--- config.mk ---
export PLATFORM = sky130hd
export DESIGN_NAME = opb_rr_arbiter
export DESIGN_NICKNAME = d
export VERILOG_FILES = /design/src/rtl/opb_arb_pkg.sv /design/src/rtl/opb_arb_tout_cnt.sv /design/src/rtl/opb_rr_arbiter.sv
export SDC_FILE = /design/constraint.sdc
export NUM_CORES = 1
export LEC_CHECK = 0
export BUFFER_PORTS_ARGS = -buffer_cell sky130_fd_sc_hd__buf_4
export CAP_MARGIN = 10
export CELL_PAD_IN_SITES_DETAIL_PLACEMENT = 1
export CELL_PAD_IN_SITES_GLOBAL_PLACEMENT = 1
export CORE_MARGIN = 2
export CORE_UTILIZATION = 20
export CTS_BUF_LIST = sky130_fd_sc_hd__clkbuf_4
export DETAILED_ROUTE_END_ITERATION = 7
export PLACE_DENSITY_LB_ADDON = 0.1
export SYNTH_ARGS = -nofsm -noshare
export SYNTH_HDL_FRONTEND = slang
export SYNTH_HIERARCHICAL = 1
export SYNTH_SLANG_ARGS = --single-unit
--- constraint.sdc ---
create_clock -name OPB_Clk -period 4.3 [get_ports OPB_Clk]
set_clock_uncertainty 0.2 [all_clocks]
set_input_delay 0.86 -clock OPB_Clk [delete_from_list [all_inputs] [get_ports OPB_Clk]]
set_output_delay 0.86 -clock OPB_Clk [all_outputs]
set_load 0.02 [all_outputs]
--- src/rtl/opb_arb_pkg.sv ---
// Shared types and helpers for the OPB round-robin arbiter.
// Holds the arbiter state encoding, the grant idle limit and the rotating pick function.
package opb_arb_pkg;

  typedef enum logic [1:0] {
    IDLE,
    GRANTED,
    BUSY
  } arb_state_e;

  localparam int MAX_MASTERS      = 4;
  localparam int PTR_W            = 2;
  localparam int GRANT_IDLE_LIMIT = 8;

  // One-hot pick of the first requester at or after ptr, wrapping modulo n.
  function automatic logic [MAX_MASTERS-1:0] rr_pick(
    input logic [MAX_MASTERS-1:0] req,
    input logic [PTR_W-1:0]       ptr,
    input int                     n
  );
    logic [MAX_MASTERS-1:0] pick;
    logic                   found;
    int                     idx;
    pick  = '0;
    found = 1'b0;
    for (int k = 0; k < MAX_MASTERS; k++) begin
      idx = (int'(ptr) + k) % n;
      if ((k < n) && !found && req[idx[PTR_W-1:0]]) begin
        pick[idx[PTR_W-1:0]] = 1'b1;
        found                = 1'b1;
      end
    end
    return pick;
  endfunction

endpackage

--- src/rtl/opb_arb_tout_cnt.sv ---
// Bus timeout monitor: counts selected cycles with no slave response and
// emits a single-cycle pulse when the count reaches TOUT_CYCLES.
module opb_arb_tout_cnt #(
  parameter int TOUT_CYCLES = 16
) (
  input  logic clk,
  input  logic rst_n,
  input  logic sel,
  input  logic resp,
  input  logic tout_sup,
  output logic timeout
);

  localparam int CW = $clog2(TOUT_CYCLES + 1);

  logic [CW-1:0] cnt_q;
  logic [CW-1:0] cnt_inc;
  logic          counting;

  // A response in the same cycle the count would hit the limit suppresses the pulse.
  always_comb begin
    counting = sel && !resp && !tout_sup;
    cnt_inc  = (cnt_q == CW'(TOUT_CYCLES)) ? cnt_q : cnt_q + CW'(1);
    timeout  = rst_n && counting && (cnt_inc == CW'(TOUT_CYCLES));
  end

  always_ff @(posedge clk) begin
    if (!rst_n) begin
      cnt_q <= '0;
    end else if (!sel || resp || timeout) begin
      cnt_q <= '0;
    end else if (!tout_sup) begin
      cnt_q <= cnt_inc;
    end
  end

endmodule

--- src/rtl/opb_rr_arbiter.sv ---
// Round-robin OPB arbiter: grants one master at a time, muxes its address,
// data and control onto the shared bus, and raises OPB_timeout on silent slaves.
module opb_rr_arbiter
  import opb_arb_pkg::*;
#(
  parameter int NUM_MASTERS  = 2,
  parameter int TOUT_CYCLES  = 16,
  parameter int C_OPB_AWIDTH = 32,
  parameter int C_OPB_DWIDTH = 32
) (
  input  logic                                     OPB_Clk,
  input  logic                                     OPB_Rst_n,
  input  logic [NUM_MASTERS-1:0]                   M_request,
  input  logic [NUM_MASTERS-1:0]                   M_busLock,
  input  logic [NUM_MASTERS-1:0]                   M_select,
  input  logic [NUM_MASTERS-1:0]                   M_RNW,
  input  logic [NUM_MASTERS-1:0]                   M_seqAddr,
  input  logic [0:NUM_MASTERS*C_OPB_AWIDTH-1]      M_ABus,
  input  logic [0:NUM_MASTERS*(C_OPB_DWIDTH/8)-1]  M_BE,
  input  logic [0:NUM_MASTERS*C_OPB_DWIDTH-1]      M_DBus,
  input  logic                                     Sl_xferAck,
  input  logic                                     Sl_retry,
  input  logic                                     Sl_toutSup,
  input  logic                                     Sl_errAck,
  output logic [NUM_MASTERS-1:0]                   OPB_MGrant,
  output logic                                     OPB_select,
  output logic                                     OPB_RNW,
  output logic                                     OPB_seqAddr,
  output logic [0:C_OPB_AWIDTH-1]                  OPB_ABus,
  output logic [0:(C_OPB_DWIDTH/8)-1]              OPB_BE,
  output logic [0:C_OPB_DWIDTH-1]                  OPB_DBus,
  output logic                                     OPB_xferAck,
  output logic                                     OPB_retry,
  output logic                                     OPB_errAck,
  output logic                                     OPB_timeout
);

  localparam int BEW = C_OPB_DWIDTH / 8;

  arb_state_e             state_q, state_d;
  logic [NUM_MASTERS-1:0] grant_q, grant_d;
  logic [PTR_W-1:0]       ptr_q, ptr_d, ptr_after;
  logic [3:0]             gidle_q, gidle_d;
  logic [MAX_MASTERS-1:0] req_ext, pick;
  logic                   own_req, own_lock, own_sel;
  logic                   slave_done, any_resp, tout_pulse, drop;

  always_ff @(posedge OPB_Clk) begin
    if (!OPB_Rst_n) begin
      state_q <= IDLE;
      grant_q <= '0;
      ptr_q   <= '0;
      gidle_q <= '0;
    end else begin
      state_q <= state_d;
      grant_q <= grant_d;
      ptr_q   <= ptr_d;
      gidle_q <= gidle_d;
    end
  end

  // Any release goes through IDLE, which leaves one dead cycle between owners.
  always_comb begin
    req_ext                  = '0;
    req_ext[NUM_MASTERS-1:0] = M_request;
    pick                     = rr_pick(req_ext, ptr_q, NUM_MASTERS);
    own_req                  = |(M_request & grant_q);
    own_lock                 = |(M_busLock & grant_q);
    own_sel                  = |(M_select & grant_q);
    slave_done               = own_sel && (Sl_xferAck || Sl_retry);
    ptr_after                = ptr_q;
    for (int i = 0; i < NUM_MASTERS; i++) begin
      if (grant_q[i]) begin
        ptr_after = PTR_W'((i + 1) % NUM_MASTERS);
      end
    end

    state_d = state_q;
    grant_d = grant_q;
    ptr_d   = ptr_q;
    gidle_d = '0;
    drop    = 1'b0;

    case (state_q)
      IDLE: begin
        if (|pick) begin
          grant_d = pick[NUM_MASTERS-1:0];
          state_d = GRANTED;
        end
      end
      GRANTED, BUSY: begin
        if (tout_pulse) begin
          drop = 1'b1;
        end else if (slave_done) begin
          if (own_lock) begin
            state_d = GRANTED;
          end else begin
            drop = 1'b1;
          end
        end else if (state_q == BUSY) begin
          if (!own_sel) begin
            drop = 1'b1;
          end
        end else if (own_sel) begin
          state_d = BUSY;
        end else if (!own_req && !own_lock) begin
          drop = 1'b1;
        end else if (gidle_q == 4'(GRANT_IDLE_LIMIT)) begin
          drop = 1'b1;
        end else begin
          gidle_d = gidle_q + 4'd1;
        end
      end
      default: begin
        state_d = IDLE;
        grant_d = '0;
      end
    endcase

    if (drop) begin
      state_d = IDLE;
      grant_d = '0;
      ptr_d   = ptr_after;
    end
  end

  // AND-OR mux keyed by the registered one-hot grant; all zero with no owner.
  always_comb begin
    OPB_select  = 1'b0;
    OPB_RNW     = 1'b0;
    OPB_seqAddr = 1'b0;
    OPB_ABus    = '0;
    OPB_BE      = '0;
    OPB_DBus    = '0;
    for (int i = 0; i < NUM_MASTERS; i++) begin
      if (grant_q[i]) begin
        OPB_select  = OPB_select  | M_select[i];
        OPB_RNW     = OPB_RNW     | M_RNW[i];
        OPB_seqAddr = OPB_seqAddr | M_seqAddr[i];
        OPB_ABus    = OPB_ABus    | M_ABus[i*C_OPB_AWIDTH +: C_OPB_AWIDTH];
        OPB_BE      = OPB_BE      | M_BE[i*BEW +: BEW];
        OPB_DBus    = OPB_DBus    | M_DBus[i*C_OPB_DWIDTH +: C_OPB_DWIDTH];
      end
    end
  end

  assign OPB_MGrant  = grant_q;
  assign OPB_xferAck = Sl_xferAck;
  assign OPB_retry   = Sl_retry;
  assign OPB_errAck  = Sl_errAck;
  assign any_resp    = Sl_xferAck || Sl_retry || Sl_errAck;
  assign OPB_timeout = tout_pulse;

  opb_arb_tout_cnt #(
    .TOUT_CYCLES(TOUT_CYCLES)
  ) u_tout_cnt (
    .clk     (OPB_Clk),
    .rst_n   (OPB_Rst_n),
    .sel     (OPB_select),
    .resp    (any_resp),
    .tout_sup(Sl_toutSup),
    .timeout (tout_pulse)
  );

endmodule

==> results of run 1 <==
-- through the flow --
step	util, %	total power [mW]	std cells	area (um^2)
global placement	43.5	1.63	508	3380
CTS	43.8	1.72	512	3400
global route	43.8	1.81	512	3400
floorplan	-	1.02	195	1610
detailed placement	43.5	1.63	508	3380
finish	43.8	1.71	512	3400
-- worst min-delay path by stage --
stage	startpoint	to
2_1_floorplan	gidle_q[0]	gidle_q[0]
3_3_place_gp	gidle_q[0]	gidle_q[0]
3_5_place_dp	gidle_q[0]	gidle_q[0]
4_1_cts	state_q[0]	state_q[0]
5_1_grt	state_q[0]	state_q[0]
6_report	gidle_q[0]	gidle_q[0]
-- area by class of cell --
class / count / area (um^2)
clock buffers: 3 / 22.5
clock inverters: 1 / 3.75
fillers: 981 / 4360
inverters: 11 / 41.3
multi-input cells: 151 / 1200
flip-flops and latches: 14 / 283
well taps: 102 / 128
repair buffers: 230 / 1730
-- synthesized netlist by cell type (2+ instances only) --
| library cell | instances |
|---|---|
| a22o_1 | 70 |
| dfxtp_1 | 14 |
| inv_1 | 11 |
| clkbuf_1 | 10 |
| nor2_1 | 10 |
| ha_1 | 7 |
| a21oi_1 | 6 |
| nand2_1 | 6 |
| nand3_1 | 6 |
| o21ai_0 | 6 |
| buf_1 | 4 |
| buf_4 | 4 |
| nor2b_1 | 3 |
| o21ai_1 | 3 |
| xnor2_1 | 3 |
| a211oi_2 | 2 |
| a22oi_1 | 2 |
| mux2i_1 | 2 |
| nand3b_1 | 2 |
| or3_1 | 2 |
| xor2_1 | 2 |
-- where the power goes --
part	leakage [nW]	internal, mW	switching [mW]	total [mW]
Sequential	0.114	0.150	0.0135	0.164
Clock	0.0154	0.0337	0.0443	0.0779
Combinational	1.59	0.653	0.811	1.46
Total	1.72	0.837	0.868	1.71
-- sequential cells by signal (all words and copies together), names as in the netlist --
signal            count
state_q               2
ptr_q                 1
u_tout_cnt/cnt_q      5
gidle_q               4
OPB_MGrant            2
-- worst max-delay path: cells and delay by family --
family	cells	cell delay (ns)
buffers and inverters	2	0.33
AND/OR/NAND/NOR	3	1.09
-- cell families after synthesis --
group,after synthesis
fa+ha+maj,7
compound gates,95
flops,14
mux,2
xor+xnor,5
simple gates,42
buf+inv,30
-- routing by layer --
metal  up-vias  part of all wire, %  track usage (%)
met2        88                   51             36.5
met3         8                  9.0             6.74
met1      1170                   39             25.4
met5         -                    0                0
met4         0                  1.0             3.86
li1       1190                    -                -
==> results by group, run 1 <==
Synth
  – Seq/Total Area, Yosys: 17.4%
  – Syn_nets: 354
  – Commonest register cell after synthesis: dfxtp_1
  – Post-synthesis xor/xnor area fraction: 2.72%
  – Synth Register Bits: 14
  – Post-synth top area cell: a22o_1
  – Synthesis Warnings: 6
  – Post-synthesis compound-gate area fraction: 49.0%
  – Synth Area in Adders: 5.45%
  – Async SR Flop Fraction: 0%
  – Largest family of logic cells by synthesized area: compound AO/OA/AOI/OAI gates
  – Synthesized cell area: 1610 um^2
  – Post-synthesis cell type count: 41
  – Simple-Gate Fraction of Synth Area: 16.1%
  – EDFF count, synth: 0
  – Mux cell area share after synthesis: 1.25%
  – Yosys top cell area share: 38.1%
  – Syn avg cell area: 8.25 um^2
  – Gate Count Post-Synth: 195
  – Cells taking the most area after synthesis: a22o_1, dfxtp_1, ha_1

Timing
  – Worst-Margin Slew: 0.782 ns
  – Period minus WS final: 3.34 ns
  – Slew Limit Fails: 0
  – Hold_ws: 0.292 ns
  – Slew headroom: 47.8%
  – Period utilisation layout: 77.7%
  – Setup WS post-layout: 0.957 ns
  – Max Freq: 299 MHz
  – RSZ-0062 raised after global routing: no
  – # setup viols final: 0
  – Final hold violation count: 0
  – Setup TNS: 0 ns

Run status
  – Status: finished, final reports clean

Critical path
  – CP Cell Sequence: buf_4 -> or3_2 -> nand3b_1 -> nor2_1 -> buf_4
  – Beginning of the worst register-to-register path: OPB_MGrant[0]
  – Worst path arrival time: 2.28 ns
  – Critical path's most frequent cell: buf_4
  – Worst Setup Start Kind: input port
  – Crit path from: Sl_retry
  – R2R Path End: state_q[0]
  – WP data required: 3.24 ns
  – Crit Path Category: in2out
  – Setup crit end: OPB_timeout
  – Crit-path max cell delay: 0.46 ns
  – Reg2reg setup slack: 1.68 ns
  – CP endpoint kind: output port
  – Slowest CP cell: or3_2
  – Crit Path Max Fanout: 6
  – R2R depth: 8

Die
  – Die area: 8770 um^2
  – FP Rows: 32
  – Die height: 93.7 um
  – IO Count: 229
  – Initial core utilization: 20.7%
  – Width of the die: 93.7 um
  – Area of the core: 7770 um^2

Global routing
  – Total grt overflow: 0
  – Number of global-route vias before repair: 2384
  – First-pass GRT wire length: 14100 um
  – Largest net degree at the start of global routing: 76
  – Initial antenna violation count: 0
  – Total track usage: 20.9%

Clock tree
  – Total CTS buffers: 3
  – CTS Buffer Depth: 2
  – H-tree levels: 1
  – Clk sink count: 14
  – Clk Latency, worst-skew pair: 0.28 ns
  – Total setup buffers inserted after CTS: 0
  – CTS tree: built
  – CTS root buf: clkbuf_4
  – Post_cts resized: 0
  – Reg clk slew, reported paths: 0.09 ns
  – CTS Hold Bufs: 0

Detailed routing
  – WL per Instance: 19.8 um
  – Remaining antenna violation count after routing: 0
  – DRT Wirelength: 10100 um
  – Initial DRC Count: 56
  – Vias per inst: 4.80
  – DRC violations left: 0
  – Vias: 2456
  – Drt first pass iters: 4

Cells and area
  – Syn-to-layout area delta: 112%
  – Commonest cells after routing, fill and taps aside: buf_4, a22o_1, dfxtp_1
  – Antenna fix cells: 0
  – Share of layout cells above drive strength 1: 60.2%
  – Commonest non-fill, non-tap cell in the layout: buf_4
  – Final nets: 570

Place
  – Hpwl dp: 8350 um
  – Pre-CTS setup slack: 0.961 ns
  – Gpl congestion: 0.770
  – Buffers on Ports: 228

Worst hold path
  – Hold path depth: 1
  – Min-delay worst type: reg2reg

Pwr
  – Peak supply drop: 0.279 mV
  – Leakage: 1.72 nW
  – Cell Pwr Density: 501 nW/um^2

Run
  – Max Cap Violations: 0
Power figures use the tool's default switching activity.
==> inputs of run 2 (changes only) <==
--- a/config.mk
+++ b/config.mk
@@ -10,7 +10,7 @@
 export CELL_PAD_IN_SITES_DETAIL_PLACEMENT = 1
 export CELL_PAD_IN_SITES_GLOBAL_PLACEMENT = 1
 export CORE_MARGIN = 2
-export CORE_UTILIZATION = 20
+export CORE_UTILIZATION = 17
 export CTS_BUF_LIST = sky130_fd_sc_hd__clkbuf_4
 export DETAILED_ROUTE_END_ITERATION = 7
 export PLACE_DENSITY_LB_ADDON = 0.1
==> constraint.sdc (replaced) <==
create_clock -name OPB_Clk -period 2.9 [get_ports OPB_Clk]
set_clock_uncertainty 0.2 [all_clocks]
set_input_delay 0.58 -clock OPB_Clk [delete_from_list [all_inputs] [get_ports OPB_Clk]]
set_output_delay 0.58 -clock OPB_Clk [all_outputs]
set_load 0.02 [all_outputs]
==> run 2 against run 1 <==
Net effect:
- combinational power increased by 50%
- global-route usage down 2.9 points
- power rose by 51%
- clock power is 58% higher
- sequential power grew 57%
- non-clock buffer count rose by 3
- hold slack got worse by 0.011 ns
- design area is 1.4% higher
- critical endpoint unchanged
==> results by group, run 2 (same netlist as run 1, synthesis figures left out) <==
Cells and area
  – Register bank with the most flops: u_tout_cnt/cnt_q (unchanged)
  – Final Instance Count excl. Fillers: 524 (was 512)
  – Max reg flops: 5 (unchanged)
  – Largest regs: u_tout_cnt/cnt_q x5, gidle_q x4 (unchanged)
  – Syn-to-layout area delta: 115% (was 112%)
  – Commonest cells after routing, fill and taps aside: buf_4, a22o_1, dfxtp_1 (unchanged)
  – Antenna fix cells: 0 (unchanged)
  – Commonest non-fill, non-tap cell in the layout: buf_4 (unchanged)
  – Final nets: 573 (was 570)
  – Final core occ: 37.5% (was 43.8%)
  – Share of layout cells above drive strength 1: 60.8% (was 60.2%)

Clock tree
  – Clk sink count: 14 (unchanged)
  – CTS Hold Bufs: 0 (unchanged)
  – Total CTS buffers: 3 (unchanged)
  – Clk Latency, worst-skew pair: 0.30 ns (was 0.28 ns)
  – Reg clk slew, reported paths: 0.08 ns (was 0.09 ns)
  – CTS tree: built (unchanged)
  – CTS root buf: clkbuf_4 (unchanged)
  – Total setup buffers inserted after CTS: 0 (unchanged)
  – CTS Buffer Depth: 2 (unchanged)
  – H-tree levels: 1 (unchanged)

Critical path
  – Worst Setup Start Kind: flip-flop (was input port)
  – Crit path from: u_tout_cnt/cnt_q[0] (was Sl_retry)
  – CP endpoint kind: output port (unchanged)
  – Crit Path Max Fanout: 5 (was 6)
  – R2R depth: 10 (was 8)
  – Crit Path Category: reg2out (was in2out)
  – WP data required: 2.12 ns (was 3.24 ns)
  – R2R Path End: state_q[0] (unchanged)
  – Setup crit end: OPB_timeout (unchanged)
  – Reg2reg setup slack: 0.40 ns (was 1.68 ns)
  – Beginning of the worst register-to-register path: u_tout_cnt/cnt_q[0] (was OPB_MGrant[0])
  – Worst path arrival time: 1.90 ns (was 2.28 ns)

Global routing
  – Total track usage: 18.0% (was 20.9%)
  – First-pass GRT wire length: 14000 um (was 14100 um)
  – Largest net degree at the start of global routing: 76 (unchanged)
  – Number of global-route vias before repair: 2363 (was 2384)
  – Total grt overflow: 0 (unchanged)
  – Initial antenna violation count: 0 (unchanged)

Run
  – Max Cap Violations: 0 (unchanged)

Die
  – FP Rows: 35 (was 32)
  – IO Count: 229 (unchanged)
  – Area of the core: 9200 um^2 (was 7770 um^2)
  – Initial core utilization: 17.5% (was 20.7%)
  – Die height: 101 um (was 93.7 um)
  – Width of the die: 101 um (was 93.7 um)
  – Die area: 10300 um^2 (was 8770 um^2)

Timing
  – Setup WS post-layout: 0.216 ns (was 0.957 ns)
  – Slew Limit Fails: 0 (unchanged)
  – Period utilisation layout: 92.5%
  – Setup TNS: 0 ns (unchanged)
  – Worst-Margin Slew: 0.427 ns (was 0.782 ns)
  – Max Freq: 373 MHz
  – Period minus WS final: 2.68 ns
  – # setup viols final: 0 (unchanged)
  – Final hold violation count: 0 (unchanged)
  – Slew headroom: 71.5% (was 47.8%)
  – RSZ-0062 raised after global routing: no (unchanged)

Detailed routing
  – WL per Instance: 19.7 um (was 19.8 um)
  – DRC violations left: 0 (unchanged)
  – Vias: 2412 (was 2456)
  – Remaining antenna violation count after routing: 0 (unchanged)
  – Initial DRC Count: 53 (was 56)
  – DRT Wirelength: 10300 um (was 10100 um)
  – Vias per inst: 4.60 (was 4.80)
  – Drt first pass iters: 4 (unchanged)

Worst hold path
  – Min-delay worst type: reg2reg (unchanged)
  – Hold path depth: 1 (unchanged)

Run status
  – Status: finished, final reports clean (unchanged)

Pwr
  – Leakage: 1.74 nW (was 1.72 nW)
  – Total power: 2.57 mW (was 1.71 mW)
  – Cell Pwr Density: 745 nW/um^2 (was 501 nW/um^2)
  – Peak supply drop: 0.214 mV (was 0.279 mV)

Place
  – Post-Place Cells: 520 (was 508)
  – Buffers on Ports: 228 (unchanged)
  – Pre-CTS setup slack: 0.228 ns (was 0.961 ns)
  – Hpwl dp: 8660 um (was 8350 um)
  – Gpl congestion: 0.757 (was 0.770)
run 2: stage by stage:
| stage | hold slack, ns | cell area, um^2 |
|---|---|---|
| finish | 0.281 | 3450 |
| global route | 0.333 | 3450 |
| CTS | 0.287 | 3450 |
| detailed placement | 0.266 | 3420 |
| global placement | 0.252 | 3420 |
| floorplan | 0.230 | 1610 |
run 2: layer usage:
metal	part of all wire [%]	vias up	track usage [%]
li1	-	1198	-
met1	39	1106	21.8
met2	48	103	29.5
met3	12	5	8.49
met4	0.59	0	3.12
met5	0	-	0
run 2: how the worst min path moves through the flow:
stage                  to       start  slack (ns)
6_report       gidle_q[0]  gidle_q[0]        0.28
5_1_grt        state_q[0]  state_q[0]        0.33
4_1_cts        gidle_q[0]  gidle_q[0]        0.29
3_3_place_gp   gidle_q[0]  gidle_q[0]        0.25
3_5_place_dp   gidle_q[0]  gidle_q[0]        0.27
2_1_floorplan  gidle_q[0]  gidle_q[0]        0.23
run 2: timing repair:
item / in CTS / in global routing
endpoints found under the setup margin: 0 / 1
resized for setup: 0 / 1
hold endpoints to repair: 0 / 0
run 2: worst max-delay path: stages (launching register included):
cell and delay (ns):
dfxtp_1 0.40, inv_1 0.09, ha_1 0.23, and4bb_4 0.22, xnor2_1 0.14, nand4b_1 0.17, nor2_2 0.21, buf_4 0.18
run 2: layout make-up:
cell class / count / area (um^2)
Clock buffer: 3 / 22.5
Clock inverter: 1 / 3.75
Fill cell: 1125 / 5740
Inverter: 11 / 41.3
Multi-Input combinational cell: 151 / 1200
Sequential cell: 14 / 283
Tap cell: 111 / 139
Timing Repair Buffer: 233 / 1760
run 2: where the power goes:
part           internal, mW  switching (mW)
Sequential            0.223          0.0350
Clock                0.0502          0.0723
Combinational         0.990            1.20
==> inputs of run 3 (changes only) <==
--- a/config.mk
+++ b/config.mk
@@ -11,7 +11,7 @@
 export CELL_PAD_IN_SITES_GLOBAL_PLACEMENT = 1
 export CORE_MARGIN = 2
 export CORE_UTILIZATION = 17
-export CTS_BUF_LIST = sky130_fd_sc_hd__clkbuf_4
+export CTS_BUF_LIST = sky130_fd_sc_hd__clkbuf_16
 export DETAILED_ROUTE_END_ITERATION = 7
 export PLACE_DENSITY_LB_ADDON = 0.1
 export SYNTH_ARGS = -nofsm -noshare
==> run 3 against run 2 <==
Net effect:
- clock power increased by 120%
- non-clock buffer count unchanged
- design area increased by 1.5%
- power increased by 5.7%
- routed wire length increased by 0.20%
- via count about the same
- sequential power about the same
- final cell count unchanged
- critical path depth unchanged
- hold slack got worse by 0.0078 ns
- register-to-register slack about the same
- first-iteration DRC count unchanged
==> results by group, run 3 (same netlist as run 1, synthesis figures left out) <==
Cells and area
  – Max reg flops: 5 (unchanged)
  – Antenna fix cells: 0 (unchanged)
  – Share of layout cells above drive strength 1: 60.8% (unchanged)
  – Syn-to-layout area delta: 118% (was 115%)
  – Commonest cells after routing, fill and taps aside: buf_4, a22o_1, dfxtp_1 (unchanged)
  – Commonest non-fill, non-tap cell in the layout: buf_4 (unchanged)
  – Register bank with the most flops: u_tout_cnt/cnt_q (unchanged)
  – Final Instance Count excl. Fillers: 524 (unchanged)
  – Largest regs: u_tout_cnt/cnt_q x5, gidle_q x4 (unchanged)
  – Filler Cells Inserted: 1116 (was 1125)
  – Final nets: 573 (unchanged)

Die
  – IO Count: 229 (unchanged)
  – FP Rows: 35 (unchanged)
  – Initial core utilization: 17.5% (unchanged)
  – Area of the core: 9200 um^2 (unchanged)
  – Die height: 101 um (unchanged)
  – Width of the die: 101 um (unchanged)
  – Die area: 10300 um^2 (unchanged)

Timing
  – Slew Limit Fails: 0 (unchanged)
  – Setup WS post-layout: 0.265 ns (was 0.216 ns)
  – # setup viols final: 0 (unchanged)
  – Period minus WS final: 2.64 ns (was 2.68 ns)
  – Max Freq: 379 MHz (was 373 MHz)
  – Slew headroom: 71.5% (about the same)
  – Setup TNS: 0 ns (unchanged)
  – Period utilisation layout: 90.9% (was 92.5%)
  – RSZ-0062 raised after global routing: no (unchanged)
  – Final hold violation count: 0 (unchanged)
  – Worst-Margin Slew: 0.427 ns (about the same)

Clock tree
  – CTS root buf: clkbuf_16 (was clkbuf_4)
  – CTS Buffer Depth: 2 (unchanged)
  – CTS tree: built (unchanged)
  – CTS Hold Bufs: 0 (unchanged)
  – H-tree levels: 1 (unchanged)
  – Total CTS buffers: 3 (unchanged)
  – Clk Latency, worst-skew pair: 0.25 ns (was 0.30 ns)
  – Clk sink count: 14 (unchanged)
  – Reg clk slew, reported paths: 0.04 ns (was 0.08 ns)

Critical path
  – Crit-path max cell delay: 0.38 ns (was 0.40 ns)
  – Crit Path Category: reg2out (unchanged)
  – CP Cell Sequence: inv_1 -> ha_1 -> and4bb_4 -> xnor2_1 -> nand4b_1 -> nor2_2 -> buf_4 (unchanged)
  – Slowest CP cell: dfxtp_1 (unchanged)
  – Reg2reg setup slack: 0.39 ns (was 0.40 ns)
  – CP endpoint kind: output port (unchanged)
  – Worst path arrival time: 1.86 ns (was 1.90 ns)
  – WP data required: 2.12 ns (about the same)
  – Worst Setup Start Kind: flip-flop (unchanged)
  – Crit Path Max Fanout: 5 (unchanged)

Pwr
  – Total power: 2.72 mW (was 2.57 mW)
  – Peak supply drop: 0.336 mV (was 0.214 mV)
  – Cell Pwr Density: 776 nW/um^2 (was 745 nW/um^2)
  – Leakage: 1.76 nW (was 1.74 nW)

Run status
  – Status: finished, final reports clean (unchanged)

Detailed routing
  – Initial DRC Count: 53 (unchanged)
  – WL per Instance: 19.8 um (was 19.7 um)
  – Drt first pass iters: 4 (unchanged)
  – Vias: 2411 (was 2412)
  – Vias per inst: 4.60 (about the same)
  – Remaining antenna violation count after routing: 0 (unchanged)
  – DRT Wirelength: 10400 um (was 10300 um)
  – DRC violations left: 0 (unchanged)

Global routing
  – Met3 Use GR: 8.49% (unchanged)
  – Number of global-route vias before repair: 2368 (was 2363)
  – Largest net degree at the start of global routing: 76 (unchanged)
  – Total grt overflow: 0 (unchanged)
  – Met1 Usage GRT: 21.8% (unchanged)
  – First-pass GRT wire length: 14000 um (unchanged)
  – Met2 layer usage reported by global route: 29.5% (unchanged)
  – Most used routing layer: met2 (unchanged)
  – Initial antenna violation count: 0 (unchanged)
  – Total track usage: 18.0% (unchanged)

Place
  – Hpwl dp: 8660 um (unchanged)
  – Gpl congestion: 0.757 (unchanged)
  – Buffers on Ports: 228 (unchanged)
  – Post-Place Cells: 520 (unchanged)
  – Pre-CTS setup slack: 0.228 ns (unchanged)

Worst hold path
  – Min-delay worst type: reg2reg (unchanged)

Run
  – Max Cap Violations: 0 (unchanged)
[run 3: path summary, 6_finish.rpt]
check                                         start          end  depth (start not counted)
worst max-delay path            u_tout_cnt/cnt_q[0]  OPB_timeout                          7
worst min-delay path                     gidle_q[0]   gidle_q[0]                          1
worst max register to register  u_tout_cnt/cnt_q[0]   state_q[0]                         10
worst min register to register           gidle_q[0]   gidle_q[0]                          1
[run 3: metrics by stage]
| stage | instance area (um^2) | utilization, % | hold WS, ns |
|---|---|---|---|
| floorplan | 1610 | - | 0.230 |
| global placement | 3420 | 37.2 | 0.252 |
| detailed placement | 3420 | 37.2 | 0.266 |
| CTS | 3500 | 38.1 | 0.279 |
| global route | 3500 | 38.1 | 0.324 |
| finish | 3500 | 38.1 | 0.274 |
[run 3: critical path: cells and delay by family, from the launching register on]
kind,cells,cell delay [ns]
adder cells (fa/ha/maj),1,0.23
buffers and inverters,2,0.27
flip-flops,1,0.38
AND/OR/NAND/NOR,3,0.59
XOR/XNOR,1,0.14
[run 3: layout make-up]
class                   instances  area, um^2  share of cell area [%]
repair buffers                233        1760                    50.3
multi-input cells             151        1200                    34.3
flip-flops and latches         14         283                    8.07
well taps                     111         139                    3.96
clock buffers                   3        75.1                    2.14
inverters                      11        41.3                    1.18
clock inverters                 1        3.75                   0.107
[run 3: what timing repair did]
action	4_1_cts	5_1_grt
endpoints found under the setup margin	0	1
gates resized for setup	0	1
setup buffers	0	0
[run 3: per-layer routing]
metal	wire length [um]	share of wire (%)	up-vias
li1	-	-	1197
met1	4020	39	1104
met2	5010	48	105
met3	1260	12	5
met4	63	0.61	0
met5	0	0	-
[run 3: report_power, final]
part | switching [mW] | internal (mW) | leakage [nW]
clock network | 0.0855 | 0.183 | 0.0385
logic | 1.20 | 0.990 | 1.61
registers | 0.0354 | 0.224 | 0.114
